## config.mk

```make
export PLATFORM = sky130hd
export DESIGN_NAME = im_loader
export DESIGN_NICKNAME = d
export VERILOG_FILES = /design/src/rtl/im_loader.sv
export SDC_FILE = /design/constraint.sdc
export NUM_CORES = 1
export LEC_CHECK = 0
export ABC_AREA = 1
export CAP_MARGIN = 30
export CORE_UTILIZATION = 50
export CTS_BUF_LIST = sky130_fd_sc_hd__clkbuf_4 sky130_fd_sc_hd__clkbuf_8 sky130_fd_sc_hd__clkbuf_16
export DETAILED_ROUTE_END_ITERATION = 7
export PLACE_DENSITY = 0.85
export SLEW_MARGIN = 20
export SYNTH_ARGS = -nofsm -noshare
export SYNTH_HDL_FRONTEND = slang
export SYNTH_SLANG_ARGS = --single-unit
```

## constraint.sdc

```tcl
create_clock -name clk -period 2.8 [get_ports clk]
set_clock_uncertainty 0.2 [all_clocks]
set_input_delay 0.42 -clock clk [delete_from_list [all_inputs] [get_ports clk]]
set_output_delay 0.42 -clock clk [all_outputs]
set_load 0.05 [all_outputs]
```

## src/rtl/im_loader.sv

```systemverilog
// Instruction-memory loader: receives a length byte followed by little-endian
// 32-bit words over a byte stream and writes them into instruction memory.
module im_loader #(
  parameter int ADDR_W = 6
) (
  input  logic              clk,
  input  logic              rst,
  input  logic              start,
  input  logic              abort,
  input  logic              byte_valid,
  input  logic [7:0]        byte_data,
  output logic              byte_ready,
  output logic              im_we,
  output logic [ADDR_W-1:0] im_addr,
  output logic [31:0]       im_wdata,
  output logic              cpu_hold,
  output logic              busy,
  output logic              done,
  output logic              err,
  output logic [ADDR_W:0]   word_cnt
);

  localparam int MAX_WORDS = 2 ** ADDR_W;

  typedef enum logic [2:0] {
    S_IDLE,
    S_LEN,
    S_DATA,
    S_WRITE,
    S_DONE,
    S_ERR
  } state_t;

  state_t            state, state_nx;
  logic [7:0]        len_q, len_nx;
  logic [1:0]        idx_q, idx_nx;
  logic [ADDR_W-1:0] addr_nx;
  logic [31:0]       wdata_nx;
  logic [ADDR_W:0]   cnt_nx;
  logic              accept;

  assign byte_ready = (state == S_LEN) || (state == S_DATA);
  assign accept     = byte_valid && byte_ready;
  assign im_we      = (state == S_WRITE);
  assign busy       = (state == S_LEN) || (state == S_DATA) || (state == S_WRITE);
  assign cpu_hold   = busy || (state == S_ERR);
  assign done       = (state == S_DONE);
  assign err        = (state == S_ERR);

  always_ff @(posedge clk) begin
    if (rst) begin
      state    <= S_IDLE;
      len_q    <= '0;
      idx_q    <= '0;
      im_addr  <= '0;
      im_wdata <= '0;
      word_cnt <= '0;
    end else begin
      state    <= state_nx;
      len_q    <= len_nx;
      idx_q    <= idx_nx;
      im_addr  <= addr_nx;
      im_wdata <= wdata_nx;
      word_cnt <= cnt_nx;
    end
  end

  // Abort outranks a byte accepted in the same cycle, so a partial word is dropped.
  always_comb begin
    state_nx = state;
    len_nx   = len_q;
    idx_nx   = idx_q;
    addr_nx  = im_addr;
    wdata_nx = im_wdata;
    cnt_nx   = word_cnt;
    case (state)
      S_IDLE, S_ERR: begin
        if (start) begin
          state_nx = S_LEN;
          addr_nx  = '0;
          cnt_nx   = '0;
        end
      end
      S_LEN: begin
        if (abort) begin
          state_nx = S_ERR;
        end else if (accept) begin
          len_nx = byte_data;
          idx_nx = '0;
          if (byte_data == 8'd0) begin
            state_nx = S_DONE;
          end else if (int'(byte_data) > MAX_WORDS) begin
            state_nx = S_ERR;
          end else begin
            state_nx = S_DATA;
          end
        end
      end
      S_DATA: begin
        if (abort) begin
          state_nx = S_ERR;
        end else if (accept) begin
          wdata_nx[{idx_q, 3'b000} +: 8] = byte_data;
          idx_nx = idx_q + 2'd1;
          if (idx_q == 2'd3) begin
            state_nx = S_WRITE;
          end
        end
      end
      S_WRITE: begin
        // The strobe is already out this cycle, so the word counts even if aborted.
        cnt_nx = word_cnt + 1'b1;
        if (im_addr != {ADDR_W{1'b1}}) begin
          addr_nx = im_addr + 1'b1;
        end
        if (abort) begin
          state_nx = S_ERR;
        end else if (int'(word_cnt) + 1 == int'(len_q)) begin
          state_nx = S_DONE;
        end else begin
          state_nx = S_DATA;
        end
      end
      S_DONE: begin
        state_nx = S_IDLE;
      end
      default: begin
        state_nx = S_IDLE;
      end
    endcase
  end

endmodule

```

==> impl_metrics.json, run 1 <==
{
  "fin_crit_ns": 2.588,
  "multi_input_area_um2": 1493,
  "grt_pass1_vias": 2718,
  "antenna_found_initial": 0,
  "synthesis.nets": 419,
  "critPathKind": "reg -> out",
  "cts_tree": "built",
  "arrival_ns": 1.97,
  "drt_iter0_markers": 201,
  "ys_seq_elements": 58,
  "final_common_cell": "nand2_1",
  "synthArstFlopShare_pct": 0,
  "track_usage_pct": 25.88,
  "place_hpwl_mm": 5.278,
  "tns_ns": 0,
  "initial_utilization_pct": 52.08,
  "final_antenna_net_count": 0,
  "cts_sinks": 58,
  "clk_pin_slew_ns": 0.06,
  "ys_types": 38,
  "ys_seq_area_share_pct": 40.49,
  "place_congestion": 0.8601,
  "drc_errors": 0,
  "max_cap_viol_count": 0,
  "total_power_uw": 2067,
  "die_x_um": 77.74,
  "startpoint_type": "flop",
  "layout-drive-gt1-share_pct": 9.808,
  "synth_area_um2": 2868,
  "drv_slew": 0,
  "grt_overflow": 0,
  "via_count": 2949,
  "layout_common_cells": "nand2_1 (81), clkdlybuf4s50_1 (62), dfxtp_1 (58)",
  "synth_edf_count": 0,
  "cts_resized": 0,
  "cts_hold_buf": 0,
  "fin_crit_sh_pct": 92.43,
  "cts_buffers": 9,
  "register_area_um2": 1161,
  "htreeDepth": 3,
  "fin_util_pct": 67.98,
  "ir_drop_v": 0.0003877,
  "insertedDiodeCount": 0,
  "synth_area_per_cell_um2": 7.187,
  "syn_to_final_growth_pct": 30.54,
  "wl_mm": 7.294,
  "setup_viol_count_final": 0,
  "relSlewSlack_pct": 54.22,
  "synth_flop_cell": "dfxtp_1",
  "hp-class": "reg -> reg",
  "clockRootBuffer": "clkbuf_8",
  "dp.cells": 526,
  "cellLeakagePower_uw": 0.001441,
  "cts_buffer_depth": 2,
  "num_rows": 27,
  "yosys_warnings": 0,
  "firstDrtPassIters": 6,
  "grt_pass1_wl_mm": 12.32,
  "required_ns": 2.18,
  "post_cts_buffers": 0,
  "fp.dieArea_um2": 6043,
  "syn_inst": 399,
  "insertion_delay_ns": 0.33,
  "ioPinCount": 64,
  "crit_fanout": 5,
  "worst-r2r-setup-slack_ns": 0.61,
  "end_kind": "output pin",
  "powerDensity_nw_per_um2": 552.0,
  "tightest_slew_ns": 0.6860,
  "grt_max_degree": 31,
  "hold_viol": 0,
  "max_freq_ghz": 0.3864,
  "rsz0062_at_grt": "false",
  "wl_per_cell_um": 13.48,
  "fin_cells": 541,
  "coreArea_um2": 5507,
  "outcome": "completed",
  "port_buffers": 63,
  "fillers": 467,
  "post_drt_via_cell_ratio": 5.451,
  "nets": 485,
  "die_h_um": 77.74
}
worst max-delay path: stages, from the launching register on:
cell and delay [ns]:
dfxtp_1 0.38, inv_2 0.06, nor2_2 0.11, nand2_1 0.15, nand2_1 0.13, clkdlybuf4s50_1 0.81
cell families after synthesis:
| family | after synthesis | share of synthesized area (%) |
|---|---|---|
| simple gates | 185 | 29.71 |
| compound gates | 91 | 18.06 |
| flops | 58 | 40.49 |
| buf+inv | 54 | 7.461 |
| fa+ha+maj | 7 | 3.054 |
| xor+xnor | 4 | 1.222 |
per-stage QoR:
stage	setup WS (ns)	hold WS (ns)	area (µm²)
after floorplan	0.5999	0.2442	2868
after global placement	0.5808	0.2557	3555
after detailed placement	0.5695	0.2627	3555
after CTS	0.2070	0.2714	3744
after global routing	0.1168	0.2824	3744
final	0.2120	0.2680	3744
final timing paths:
| path | start | endpoint | cells after the start |
|---|---|---|---|
| max | state[0]$_SDFFE_PP0P_ | byte_ready | 5 |
| min | im_wdata[10]$_SDFFE_PP0P_ | im_wdata[10]$_SDFFE_PP0P_ | 2 |
| max reg2reg | idx_q[0]$_SDFFE_PP0P_ | im_wdata[8]$_SDFFE_PP0P_ | 6 |
| min reg2reg | im_wdata[10]$_SDFFE_PP0P_ | im_wdata[10]$_SDFFE_PP0P_ | 2 |
sequential cells by signal, indices dropped and copies added (netlist names):
signal    count
im_wdata     32
len_q         8
word_cnt      7
im_addr       6
state         3
idx_q         2
cell type report:
class                           instances  share of cell area, %
Inverter                               44                  4.479
Clock buffer                           13                  4.779
Timing Repair Buffer                   65                  17.18
Tap cell                               72                  2.406
Multi-Input combinational cell        287                  39.87
Clock inverter                          2                 0.2674
Sequential cell                        58                  31.02
routing by layer:
layer	vias up	part of all wire, %	GRT usage [%]
met5	-	0	0
met4	0	2.3	13.02
met3	18	6.1	3.765
met2	119	45	40.71
met1	1365	46	34.46
li1	1447	-	-
power by group:
group | total, µW | switching [µW] | internal (µW)
Clock | 726 | 316 | 410
Sequential | 866 | 18.8 | 847
Combinational | 475 | 328 | 147
Total | 2070 | 663 | 1400
synth_stat cells, types with 7 or more instances:
master	number	area, µm²
inv_1	33	123.9
ha_1	7	87.58
a21oi_1	46	230.2
nand3_1	43	215.2
clkbuf_1	7	26.28
nand2_1	81	304.0
dfxtp_1	58	1161
o211a_1	8	80.08
inv_2	8	30.03
nor2_1	36	135.1
o21ai_0	24	120.1
No activity file was read; power rests on OpenSTA's default activity.
==> inputs of run 2 (changes only) <==
Settings changed: ABC_CLOCK_PERIOD_IN_PS from default to 2800, CORE_UTILIZATION 50 to 52, CTS_BUF_LIST sky130_fd_sc_hd__clkbuf_4 sky130_fd_sc_hd__clkbuf_8 sky130_fd_sc_hd__clkbuf_16 to sky130_fd_sc_hd__clkbuf_4, PLACE_DENSITY 0.85 to 0.88, TNS_END_PERCENT from default to 20.
==> run 2 against run 1 <==
  * Register-to-register slack got worse by 0.04 ns
  * Cell count down 0.18%
  * Sequential power barely moved
  * Design area down 1.6%
  * Via count shrank 2.1%
  * Largest cell class unchanged
  * Non-clock buffer count did not move
  * Die area is 3.8% lower
  * Highest routed layer unchanged
  * Critical path depth decreased by 1
  * First-iteration DRC count rose by 8.5%
  * Global-route usage rose by 0.53 points
  * Core utilization rose by 2.8 points
  * Sequential share of layout area is 0.52 points higher
==> impl_metrics.json, run 2 (synthesis gave the netlist of run 1 again) <==
{
  "crit_family": "buffers and inverters",
  "num_rows": 26,
  "insertedDiodeCount": 0,
  "worst_path_max_delay_cell": "clkdlybuf4s50_1",
  "place_hpwl_mm": 5.288,
  "coreArea_um2": 5205,
  "relSlewSlack_pct": 54.09,
  "fillers": 413,
  "arrival_ns": 1.99,
  "max_cap_viol_count": 0,
  "cts_hold_buf": 0,
  "critPathMaxStageDelay_ns": 0.84,
  "post_drt_via_cell_ratio": 5.344,
  "wl_per_cell_um": 13.61,
  "htreeDepth": 3,
  "cts_sinks": 58,
  "cp_num_buf_inv": 2,
  "insertion_delay_ns": 0.41,
  "grt_max_degree": 31,
  "final_common_cell": "nand2_1",
  "required_ns": 2.18,
  "tns_ns": 0,
  "drt_iter0_markers": 218,
  "fin_ws_ns": 0.1860,
  "syn_to_final_growth_pct": 28.40,
  "grt_overflow": 0,
  "wl_mm": 7.352,
  "dp.cells": 524,
  "end_kind": "output pin",
  "die_x_um": 76.26,
  "dpl-instance-area_um2": 3552,
  "via_count": 2886,
  "crit_fanout": 4,
  "clk_pin_slew_ns": 0.10,
  "setup_viol_count_final": 0,
  "worstPathCellList": "or2_1 > inv_2 > nor2_2 > clkdlybuf4s50_1",
  "rsz0062_at_grt": "false",
  "fin_crit_ns": 2.614,
  "drv_slew": 0,
  "max_freq_ghz": 0.3826,
  "fin_cells": 540,
  "track_usage_pct": 26.41,
  "hp-class": "reg -> reg",
  "initial_utilization_pct": 55.10,
  "hold_viol": 0,
  "outcome": "completed",
  "reg_top3": "im_wdata x32, len_q x8, word_cnt x7",
  "fin_util_pct": 70.75,
  "port_buffers": 63,
  "cts_buffers": 9,
  "final_area_um2": 3682,
  "largest_register_ffs": 32,
  "fin_crit_sh_pct": 93.36,
  "fp.dieArea_um2": 5816,
  "layout-drive-gt1-share_pct": 9.574,
  "ioPinCount": 64,
  "place_congestion": 0.8387,
  "critPathKind": "reg -> out",
  "layout_common_cells": "nand2_1 (81), clkdlybuf4s50_1 (61), dfxtp_1 (58)",
  "grt_pass1_vias": 2706,
  "grt_pass1_wl_mm": 12.34,
  "powerDensity_nw_per_um2": 523.2,
  "cellLeakagePower_uw": 0.001424,
  "largest-register": "im_wdata",
  "tightest_slew_ns": 0.6879,
  "ir_drop_v": 0.0003610,
  "nets": 485,
  "cts_tree": "built",
  "cts_buffer_depth": 2,
  "antenna_found_initial": 0,
  "final_antenna_net_count": 0,
  "die_h_um": 76.26,
  "firstDrtPassIters": 4,
  "clockRootBuffer": "clkbuf_4",
  "drc_errors": 0,
  "startpoint_type": "flop",
  "pre_cts_ws_ns": 0.5521
}
run 2: timing repair:
action,4_1_cts,5_1_grt
setup endpoints to repair,0,1
buffers inserted,0,0
gates resized for setup,0,1
run 2: cell type report:
class	count	area (µm²)	share of cell area, %
Clock buffer	9	67.56	1.835
Multi-Input combinational cell	287	1493	40.54
Sequential cell	58	1161	31.53
Timing Repair Buffer	65	645.6	17.53
Clock inverter	7	60.06	1.631
Inverter	44	167.7	4.553
Tap cell	70	87.58	2.379
run 2: metal layers:
metal  wire length (µm)  global-route usage, %  up-vias
met3                461                  5.749       12
met2               3471                  43.06       94
li1                   -                      -     1455
met1               3306                  33.71     1325
met5                  0                      0        -
met4                114                  10.96        0
run 2: worst paths after layout:
check | endpoint | cells past startpoint | slack [ns] | start
worst max-delay path | busy | 4 | 0.19 | state[0]$_SDFFE_PP0P_
worst min-delay path | im_wdata[10]$_SDFFE_PP0P_ | 2 | 0.27 | im_wdata[10]$_SDFFE_PP0P_
worst max register to register | im_wdata[15]$_SDFFE_PP0P_ | 6 | 0.57 | idx_q[0]$_SDFFE_PP0P_
worst min register to register | im_wdata[10]$_SDFFE_PP0P_ | 2 | 0.27 | im_wdata[10]$_SDFFE_PP0P_
run 2: through the flow:
step	hold WS, ns	power [µW]
finish	0.2743	1927
global route	0.2959	2013
CTS	0.2742	1924
detailed placement	0.2603	1356
global placement	0.2562	1345
floorplan	0.2442	1218
run 2: worst min-delay path: stages (launching register included):
cell and delay [ns]:
dfxtp_1 0.32, nand2_1 0.06, a21oi_1 0.06
run 2: report_power, final:
group | switching [µW] | internal (µW) | total (µW)
clock | 324 | 261 | 585
combinational | 330 | 147 | 477
sequential | 19.1 | 846 | 865
==> inputs of run 3 (changes only) <==
Settings changed: CELL_PAD_IN_SITES_DETAIL_PLACEMENT from default to 1, CELL_PAD_IN_SITES_GLOBAL_PLACEMENT from default to 1, CORE_UTILIZATION 52 to 37.
==> run 3 against run 2 <==
  * Critical path depth unchanged
  * Design area increased by 1.9%
  * Die area increased by 39%
  * Sequential share of layout area decreased by 0.59 points
  * Sequential cell count unchanged
  * Fmax decreased by 1.6%
  * Highest routed layer unchanged
==> impl_metrics.json, run 3 (synthesis gave the netlist of run 1 again) <==
{
  "outcome": "completed",
  "syn_to_final_growth_pct": 30.85,
  "largest-register": "im_wdata",
  "multi_input_area_um2": 1493,
  "final_antenna_net_count": 0,
  "wl_mm": 8.648,
  "wl_per_cell_um": 15.20,
  "place_hpwl_mm": 6.446,
  "whs_path_depth": 2,
  "worstRegToRegCells": 6,
  "min_to": "im_wdata[9]$_SDFFE_PP0P_",
  "hold_viol": 0,
  "grt_pass1_vias": 3026,
  "drc_errors": 0,
  "dpl-instance-area_um2": 3588,
  "critPathMaxStageDelay_ns": 0.85,
  "powerDensity_nw_per_um2": 548.8,
  "coreArea_um2": 7370,
  "nets": 485,
  "startpoint_type": "flop",
  "cellLeakagePower_uw": 0.001444,
  "layout_common_cells": "nand2_1 (81), clkdlybuf4s50_1 (61), dfxtp_1 (58)",
  "post_drt_via_cell_ratio": 5.120,
  "ir_drop_v": 0.0002352,
  "drt_iter0_markers": 105,
  "tightest_slew_ns": 0.7442,
  "rr_endpoint": "im_wdata[14]$_SDFFE_PP0P_",
  "place_congestion": 0.8206,
  "drv_slew": 0,
  "layout-drive-gt1-share_pct": 10.00,
  "insertedDiodeCount": 0,
  "ioPinCount": 64,
  "cts_buffer_depth": 2,
  "htreeDepth": 3,
  "cp_num_buf_inv": 2,
  "end_kind": "output pin",
  "fillers": 941,
  "grt_overflow": 0,
  "fin_crit_sh_pct": 94.90,
  "num_rows": 31,
  "cts_tree": "built",
  "port_buffers": 63,
  "clockRootBuffer": "clkbuf_4",
  "grt_pass1_wl_mm": 14.39,
  "critPathKind": "reg -> out",
  "max_freq_ghz": 0.3764,
  "clk_pin_slew_ns": 0.10,
  "antenna_found_initial": 0,
  "die_x_um": 90.04,
  "worst-r2r-setup-slack_ns": 0.52,
  "fp.dieArea_um2": 8106,
  "cts_buffers": 9,
  "max_cap_viol_count": 0,
  "firstDrtPassIters": 4,
  "fin_crit_ns": 2.657,
  "largest_register_ffs": 32,
  "reg_top3": "im_wdata x32, len_q x8, word_cnt x7",
  "hp-class": "reg -> reg",
  "rsz0062_at_grt": "false",
  "cts_sinks": 58,
  "crit_fanout": 4,
  "fin_ws_ns": 0.1429,
  "arrival_ns": 2.04,
  "fin_util_pct": 50.92,
  "die_h_um": 90.04,
  "pre_cts_ws_ns": 0.5247,
  "via_count": 2913,
  "tns_ns": 0,
  "worstPathCellList": "or2_1 > inv_2 > nor2_2 > clkdlybuf4s50_1",
  "relSlewSlack_pct": 50.33,
  "worst_path_max_delay_cell": "clkdlybuf4s50_1",
  "holdWs_ns": 0.2721,
  "r2r_start": "idx_q[0]$_SDFFE_PP0P_",
  "crit_family": "buffers and inverters",
  "post_cts_buffers": 0,
  "final_common_cell": "nand2_1",
  "setup_viol_count_final": 0,
  "grt_max_degree": 31,
  "required_ns": 2.18,
  "register_area_um2": 1161,
  "hp-start": "im_wdata[9]$_SDFFE_PP0P_",
  "insertion_delay_ns": 0.40,
  "track_usage_pct": 21.96,
  "final_area_um2": 3752,
  "initial_utilization_pct": 38.91,
  "crit_start": "state[0]$_SDFFE_PP0P_"
}
==> run 3: cell types whose count changed in the layout (fill, tap and decap cells not counted), sizes merged <==
cell | before | now
clkinvlp | 1 | 0
bufinv | 1 | 2
clkinv | 7 | 5
clkbuf | 9 | 11
==> run 3: metal layers <==
layer  track usage (%)  wire (µm)
met1             27.47       3990
met2             37.02       4119
met3             4.484        354
met4             8.333        183
met5                 0          0
==> run 3: worst register-to-register path, stage by stage (launching register included) <==
cell and delay [ns]:
dfxtp_1 0.43, inv_1 0.22, ha_1 0.36, clkinv_1 0.26, nor3_4 0.45, nand3_1 0.13, a21oi_1 0.16
==> run 3: layout make-up <==
type                            instances  area share (%)
Tap cell                               99           3.301
Sequential cell                        58           30.94
Inverter                               44           4.468
Clock inverter                          5           2.101
Clock buffer                           11           2.201
Multi-Input combinational cell        287           39.78
Timing Repair Buffer                   65           17.21
==> run 3: per-stage QoR <==
step | total power (µW) | cells
floorplan | 1218 | 399
global route | 2150 | 569
detailed placement | 1370 | 553
finish | 2059 | 569
global placement | 1355 | 553
CTS | 2077 | 569
==> run 3: how the worst max path moves through the flow <==
| stage | end | depth (start not counted) | slack (ns) |
|---|---|---|---|
| 2_1_floorplan | state[2]$_SDFFE_PP0P_ | 13 | 0.60 |
| 6_report | busy | 4 | 0.14 |
| 4_1_cts | byte_ready | 5 | 0.07 |
| 3_5_place_dp | byte_ready | 5 | 0.52 |
| 3_3_place_gp | byte_ready | 5 | 0.59 |
| 5_1_grt | busy | 4 | 0.06 |
==> run 3: what timing repair did <==
item | 4_1_cts | 5_1_grt
hold buffers | 0 | 0
setup endpoints to repair | 0 | 1
gates resized for setup | 0 | 1
==> run 3: report_power, final <==
part | leakage, µW | switching [µW] | internal [µW] | total (µW)
clock | 0.0000908 | 322 | 381 | 703
sequential | 0.000467 | 21.5 | 846 | 868
combinational | 0.000886 | 342 | 146 | 488
